File: src/rtl/z_core_mult_ctrl.sv
`default_nettype none
// ============================================================================
//  Module   : z_core_mult_ctrl (with z_core_mult_unit)
//  Purpose  : RV32M MUL/MULH/MULHSU/MULHU sequencer around a multicycle
//             combinational 32x32->64 multiplier.
//  Revision : 1.0
// ============================================================================

module z_core_mult_unit (
    input  logic [31:0] op1,
    input  logic [31:0] op2,
    input  logic        op1_signed,
    input  logic        op2_signed,
    output logic [63:0] result
);
    logic [63:0] w_op1_ext;
    logic [63:0] w_op2_ext;

    // Low 64 bits of the extended product equal the exact 32x32 product
    assign w_op1_ext = {{32{op1_signed & op1[31]}}, op1};
    assign w_op2_ext = {{32{op2_signed & op2[31]}}, op2};
    assign result    = w_op1_ext * w_op2_ext;
endmodule

module z_core_mult_ctrl #(
    parameter int MULT_CYCLES = 2,
    parameter int TAG_W       = 5
) (
    input  logic             clk,
    input  logic             rstn,
    input  logic             flush,
    input  logic             in_valid,
    output logic             in_ready,
    input  logic [1:0]       in_op,
    input  logic [31:0]      in_rs1,
    input  logic [31:0]      in_rs2,
    input  logic [TAG_W-1:0] in_tag,
    output logic             out_valid,
    input  logic             out_ready,
    output logic [31:0]      out_data,
    output logic [TAG_W-1:0] out_tag,
    output logic             busy
);
    localparam logic [1:0] S_IDLE = 2'd0;
    localparam logic [1:0] S_BUSY = 2'd1;
    localparam logic [1:0] S_DONE = 2'd2;

    localparam logic [1:0] OP_MUL    = 2'b00;
    localparam logic [1:0] OP_MULH   = 2'b01;
    localparam logic [1:0] OP_MULHSU = 2'b10;

    localparam logic [3:0] CNT_INIT = 4'(MULT_CYCLES - 1);

    logic [1:0]       state_q, state_d;
    logic [3:0]       cnt_q, cnt_d;
    logic [31:0]      rs1_q, rs1_d;
    logic [31:0]      rs2_q, rs2_d;
    logic [1:0]       op_q, op_d;
    logic [TAG_W-1:0] tag_q, tag_d;
    logic [31:0]      out_data_q, out_data_d;
    logic [TAG_W-1:0] out_tag_q, out_tag_d;

    logic [63:0]      w_result;
    logic [31:0]      w_half;

    z_core_mult_unit u_mult (
        .op1        (rs1_q),
        .op2        (rs2_q),
        .op1_signed ((op_q == OP_MULH) || (op_q == OP_MULHSU)),
        .op2_signed (op_q == OP_MULH),
        .result     (w_result)
    );

    // MUL low half is identical for any signedness, so it rides the unsigned path
    assign w_half = (op_q == OP_MUL) ? w_result[31:0] : w_result[63:32];

    always_ff @(posedge clk or negedge rstn) begin
        if (!rstn) begin
            state_q    <= S_IDLE;
            cnt_q      <= 4'd0;
            rs1_q      <= 32'd0;
            rs2_q      <= 32'd0;
            op_q       <= 2'd0;
            tag_q      <= '0;
            out_data_q <= 32'd0;
            out_tag_q  <= '0;
        end else begin
            state_q    <= state_d;
            cnt_q      <= cnt_d;
            rs1_q      <= rs1_d;
            rs2_q      <= rs2_d;
            op_q       <= op_d;
            tag_q      <= tag_d;
            out_data_q <= out_data_d;
            out_tag_q  <= out_tag_d;
        end
    end

    always_comb begin
        state_d    = state_q;
        cnt_d      = cnt_q;
        rs1_d      = rs1_q;
        rs2_d      = rs2_q;
        op_d       = op_q;
        tag_d      = tag_q;
        out_data_d = out_data_q;
        out_tag_d  = out_tag_q;
        if (flush) begin
            state_d = S_IDLE;
            cnt_d   = 4'd0;
        end else begin
            case (state_q)
                S_IDLE: begin
                    if (in_valid) begin
                        rs1_d   = in_rs1;
                        rs2_d   = in_rs2;
                        op_d    = in_op;
                        tag_d   = in_tag;
                        cnt_d   = CNT_INIT;
                        state_d = S_BUSY;
                    end
                end
                S_BUSY: begin
                    if (cnt_q != 4'd0) begin
                        cnt_d = cnt_q - 4'd1;
                    end else begin
                        out_data_d = w_half;
                        out_tag_d  = tag_q;
                        state_d    = S_DONE;
                    end
                end
                S_DONE: begin
                    if (out_ready) begin
                        state_d = S_IDLE;
                    end
                end
                default: state_d = S_IDLE;
            endcase
        end
    end

    always_comb begin
        in_ready  = (state_q == S_IDLE);
        out_valid = (state_q == S_DONE);
        busy      = (state_q == S_BUSY) || (state_q == S_DONE);
        out_data  = out_data_q;
        out_tag   = out_tag_q;
    end
endmodule

`default_nettype wire
File: config.mk
export PLATFORM = sky130hd
export DESIGN_NAME = z_core_mult_ctrl
export DESIGN_NICKNAME = d
export VERILOG_FILES = /design/src/rtl/z_core_mult_ctrl.sv
export SDC_FILE = /design/constraint.sdc
export NUM_CORES = 2
export LEC_CHECK = 0
export CAP_MARGIN = 20
export CORE_AREA = 2 2 381 383
export CTS_CLUSTER_SIZE = 24
export DETAILED_ROUTE_END_ITERATION = 6
export DIE_AREA = 0 0 383 385
export SYNTH_ARGS = -nofsm -noshare
export SYNTH_HDL_FRONTEND = slang
export SYNTH_SLANG_ARGS = --single-unit
File: constraint.sdc
create_clock -name clk -period 18.75 [get_ports clk]
set_input_delay 2.8125 -clock clk [delete_from_list [all_inputs] [get_ports clk]]
set_output_delay 2.8125 -clock clk [all_outputs]
set_load 0.1 [all_outputs]
==> metrics.md <==
| Metric | Value |
|---|---|
| Synthesized flop and latch total | `114` |
| Final Hold Viols | `0` |
| Avg Vias per Cell | `4.68` |
| Num CTS Buffers | `17` |
| CTS Hold Bufs | `0` |
| Core Rows | `139` |
| Design area | `roughly 46000 um^2` |
| Gpl congestion | `0.913` |
| Worst stage delay on the critical path | `between 0.9 and 1 ns` |
| Pin count of the biggest net entering global routing | `62` |
| F_max | `roughly 0.11 GHz` |
| Clock slew at reported path FFs | `0.08 ns` |
| TritonRoute pass-1 iters | `5` |
| Post-Syn Area | `roughly 43000 um^2` |
| Final setup vio count | `0` |
| Die Wd | `between 300 and 400 um` |
| Most common cell in the netlist | `inv_1` |
| Clock skew | `0.0323 ns` |
| Worst Setup End Kind | `register` |
| Synth warn | `0` |
| Root Driver | `clkbuf_16` |
| Wire per inst | `17.4 um` |
| RR Startpoint | `op_q[0]$_DFFE_PN0P_` |
| FF/Latch Area | `2860 um^2` |
| Nets@finish | `6004` |
| Maximum buffer depth of the clock tree | `2` |
| Largest cells by area after synthesis | `fa_1 53%, inv_1 11%, nand2_1 7.6%` |
| Synth async-reset ratio | `100%` |
| Starting Density | `29.9%` |
| Synth top area share | `approximately 53%` |
| Reg2Reg Depth | `29` |
| Final HPWL DP | `92900 um` |
| Crit path max-delay family | `adder cells` |
| Area Overhead vs Synth | `8.53%` |
| Place WS | `9.54 ns` |
| Top_reg_cell synth | `dfrtp_1` |
| Total GRT Usage | `roughly 16%` |
| Syn Area/Cell | `9.21 um^2` |
| Cell count of the worst hold path | `2` |
| Fill cell count | `14700` |
| Final min period | `9.29 ns` |
| Hold Crit Endpoint | `out_tag[4]$_DFFE_PN0P_` |
| Cts repair resizes | `0` |
| Worst skew pair latency | `0.51 ns` |
| Final WL | `113000 um` |
| Dpl cells | `6467` |
| Final setup TNS | `0 ns` |
| Post-synth top area cell | `fa_1` |
| Slowest cell on the critical path | `fa_1` |
| Cells after Synth | `4644` |
| CP Launch Type | `register` |
| Crit Path Class | `register to register` |
| Number of setup buffers added after CTS | `0` |
| Syn_nets | `6064` |
| Final Max Tran Viols | `0` |
| Worst Path Required | `19.17 ns` |
| Antenna cell count | `0` |
| Initial drt markers | `1777` |
| Core area | `roughly 140000 um^2` |
| Post-Layout Cell Count | `6500` |
| Sequential area share after synthesis | `~6.7%` |
| CTS tree | `done` |
| Worst setup margin | `9.46 ns` |
| Crit path DAT | `9.72 ns` |
| Final period util | `between 40 and 50%` |
| H-Tree Depth | `4` |
| Total grt overflow | `0` |
| Number of global-route vias before repair | `between 30000 and 40000` |
| Worst Tran Pin Value | `1.06 ns` |
| RSZ-0062 raised after global routing | `false` |
| # port buffers | `115` |
| I/O pins | `116` |
| Die Footprint | `roughly 150000 um^2` |
| Max-slew headroom at the worst pin | `29.6%` |
| Post-synth EDFFs | `0` |
| Synth cell count leaders | `1202 x inv_1, 1125 x fa_1, 861 x nand2_1` |
| Footprint of the multi-input gates | `34400 um^2` |
| Worst Path Max Fanout | `18` |
| Die Span Y | `385 um` |
| Worst hold path startpoint | `tag_q[4]$_DFFE_PN0P_` |
| Vias | `30400` |
| Cell count along the critical path | `29` |
| Final ANT Viol Nets | `0` |
| Share of post-route cells with drive strength above 1 | `4.87%` |
| Distinct cells, synth | `74` |
| Reg2reg end | `out_data[31]$_DFFE_PN0P_` |
| MaxCap Viol Count | `0` |
| Outcome | `completed` |
| Placed cell area | `45800 um^2` |
| Initial antenna violation count | `0` |
| First-pass GRT wire length | `187000 um` |
| CP bufs+invs | `8` |
| Drt drc | `0` |
| Hold/Removal Path Class | `register to register` |
| R2r setup slk | `~9.5 ns` |
| Clock Sink Count | `114` |
## how the worst max path moves through the flow
stage                         from  slack (ns)                        to
2_1_floorplan  op_q[0]$_DFFE_PN0P_       10.66  out_data[31]$_DFFE_PN0P_
3_3_place_gp   op_q[0]$_DFFE_PN0P_        9.68  out_data[29]$_DFFE_PN0P_
3_5_place_dp   op_q[0]$_DFFE_PN0P_        9.54  out_data[31]$_DFFE_PN0P_
4_1_cts        op_q[0]$_DFFE_PN0P_        9.47  out_data[31]$_DFFE_PN0P_
5_1_grt        op_q[0]$_DFFE_PN0P_        8.87  out_data[31]$_DFFE_PN0P_
6_report       op_q[0]$_DFFE_PN0P_        9.46  out_data[31]$_DFFE_PN0P_
## area by class of cell
type | instances | area share (%)
Multi-Input combinational cell | 3066 | 74.1
Timing Repair Buffer | 183 | 3.63
Sequential cell | 114 | 6.17
Inverter | 1202 | 9.72
Clock buffer | 18 | 0.946
Tap cell | 1903 | 5.13
Clock inverter | 14 | 0.278
## per-stage QoR
stage | hold WS (ns) | util (%)
after CTS | 0.470 | 32.4
after floorplan | 0.433 | -
final | 0.465 | 32.4
after detailed placement | 0.454 | 32.0
after global routing | 0.491 | 32.4
after global placement | 0.444 | 32.0
## metal layers
metal  vias up  GRT usage, %  part of all wire (%)
met5         -             0                     0
met4         0          3.43                   2.1
met3       147          2.35                   5.7
met2       874          27.5                    49
met1     16200          21.7                    43
li1      13200             -                     -
## logic make-up (layout without fill, tap and decap cells)
| logic type | after synthesis | after routing | synth area share, % |
|---|---|---|---|
| buffers and inverters | 1464 | 1417 | 12.9 |
| AOI/OAI and AO/OA | 260 | 260 | 4.06 |
| xor gates and xnor gates | 68 | 68 | 1.39 |
| DFF | 114 | 114 | 6.67 |
| muxes | 83 | 83 | 2.15 |
| adders and majority gates | 1344 | 1344 | 59.1 |
| and+or+nand+nor | 1311 | 1311 | 13.8 |
## state kept, by name (all words and copies together), names as in the netlist
register and flops:
out_data 32, rs1_q 32, rs2_q 32, out_tag 5, tag_q 5, cnt_q 4, op_q 2, state_q 2
## cells in the final DEF (no fill, tap or decap), types with 13 or more instances in the layout
cell type	instances
a21o_1	14
inv_1	1202
a21oi_1	82
nand2_1	861
dfrtp_1	105
buf_4	67
and2_1	276
xor2_1	21
or2_2	13
clkbuf_16	17
ha_1	218
clkdlybuf4s50_1	114
xnor2_1	47
nor3_1	15
mux2_2	71
and3_1	29
nor2_1	64
fa_1	1125
o21ai_0	55
## worst register-to-register path: cells and delay by family, from the launching register on
family	cells	cell delay, ns
flops	1	0.37
compound gates	3	0.65
mux	1	0.09
xor+xnor	1	0.17
simple gates	6	1.59
buf+inv	8	1.12
fa+ha+maj	10	5.27
Power is not shown: default switching activity piles up to over one toggle a cycle in this logic, so the estimate is an artifact.
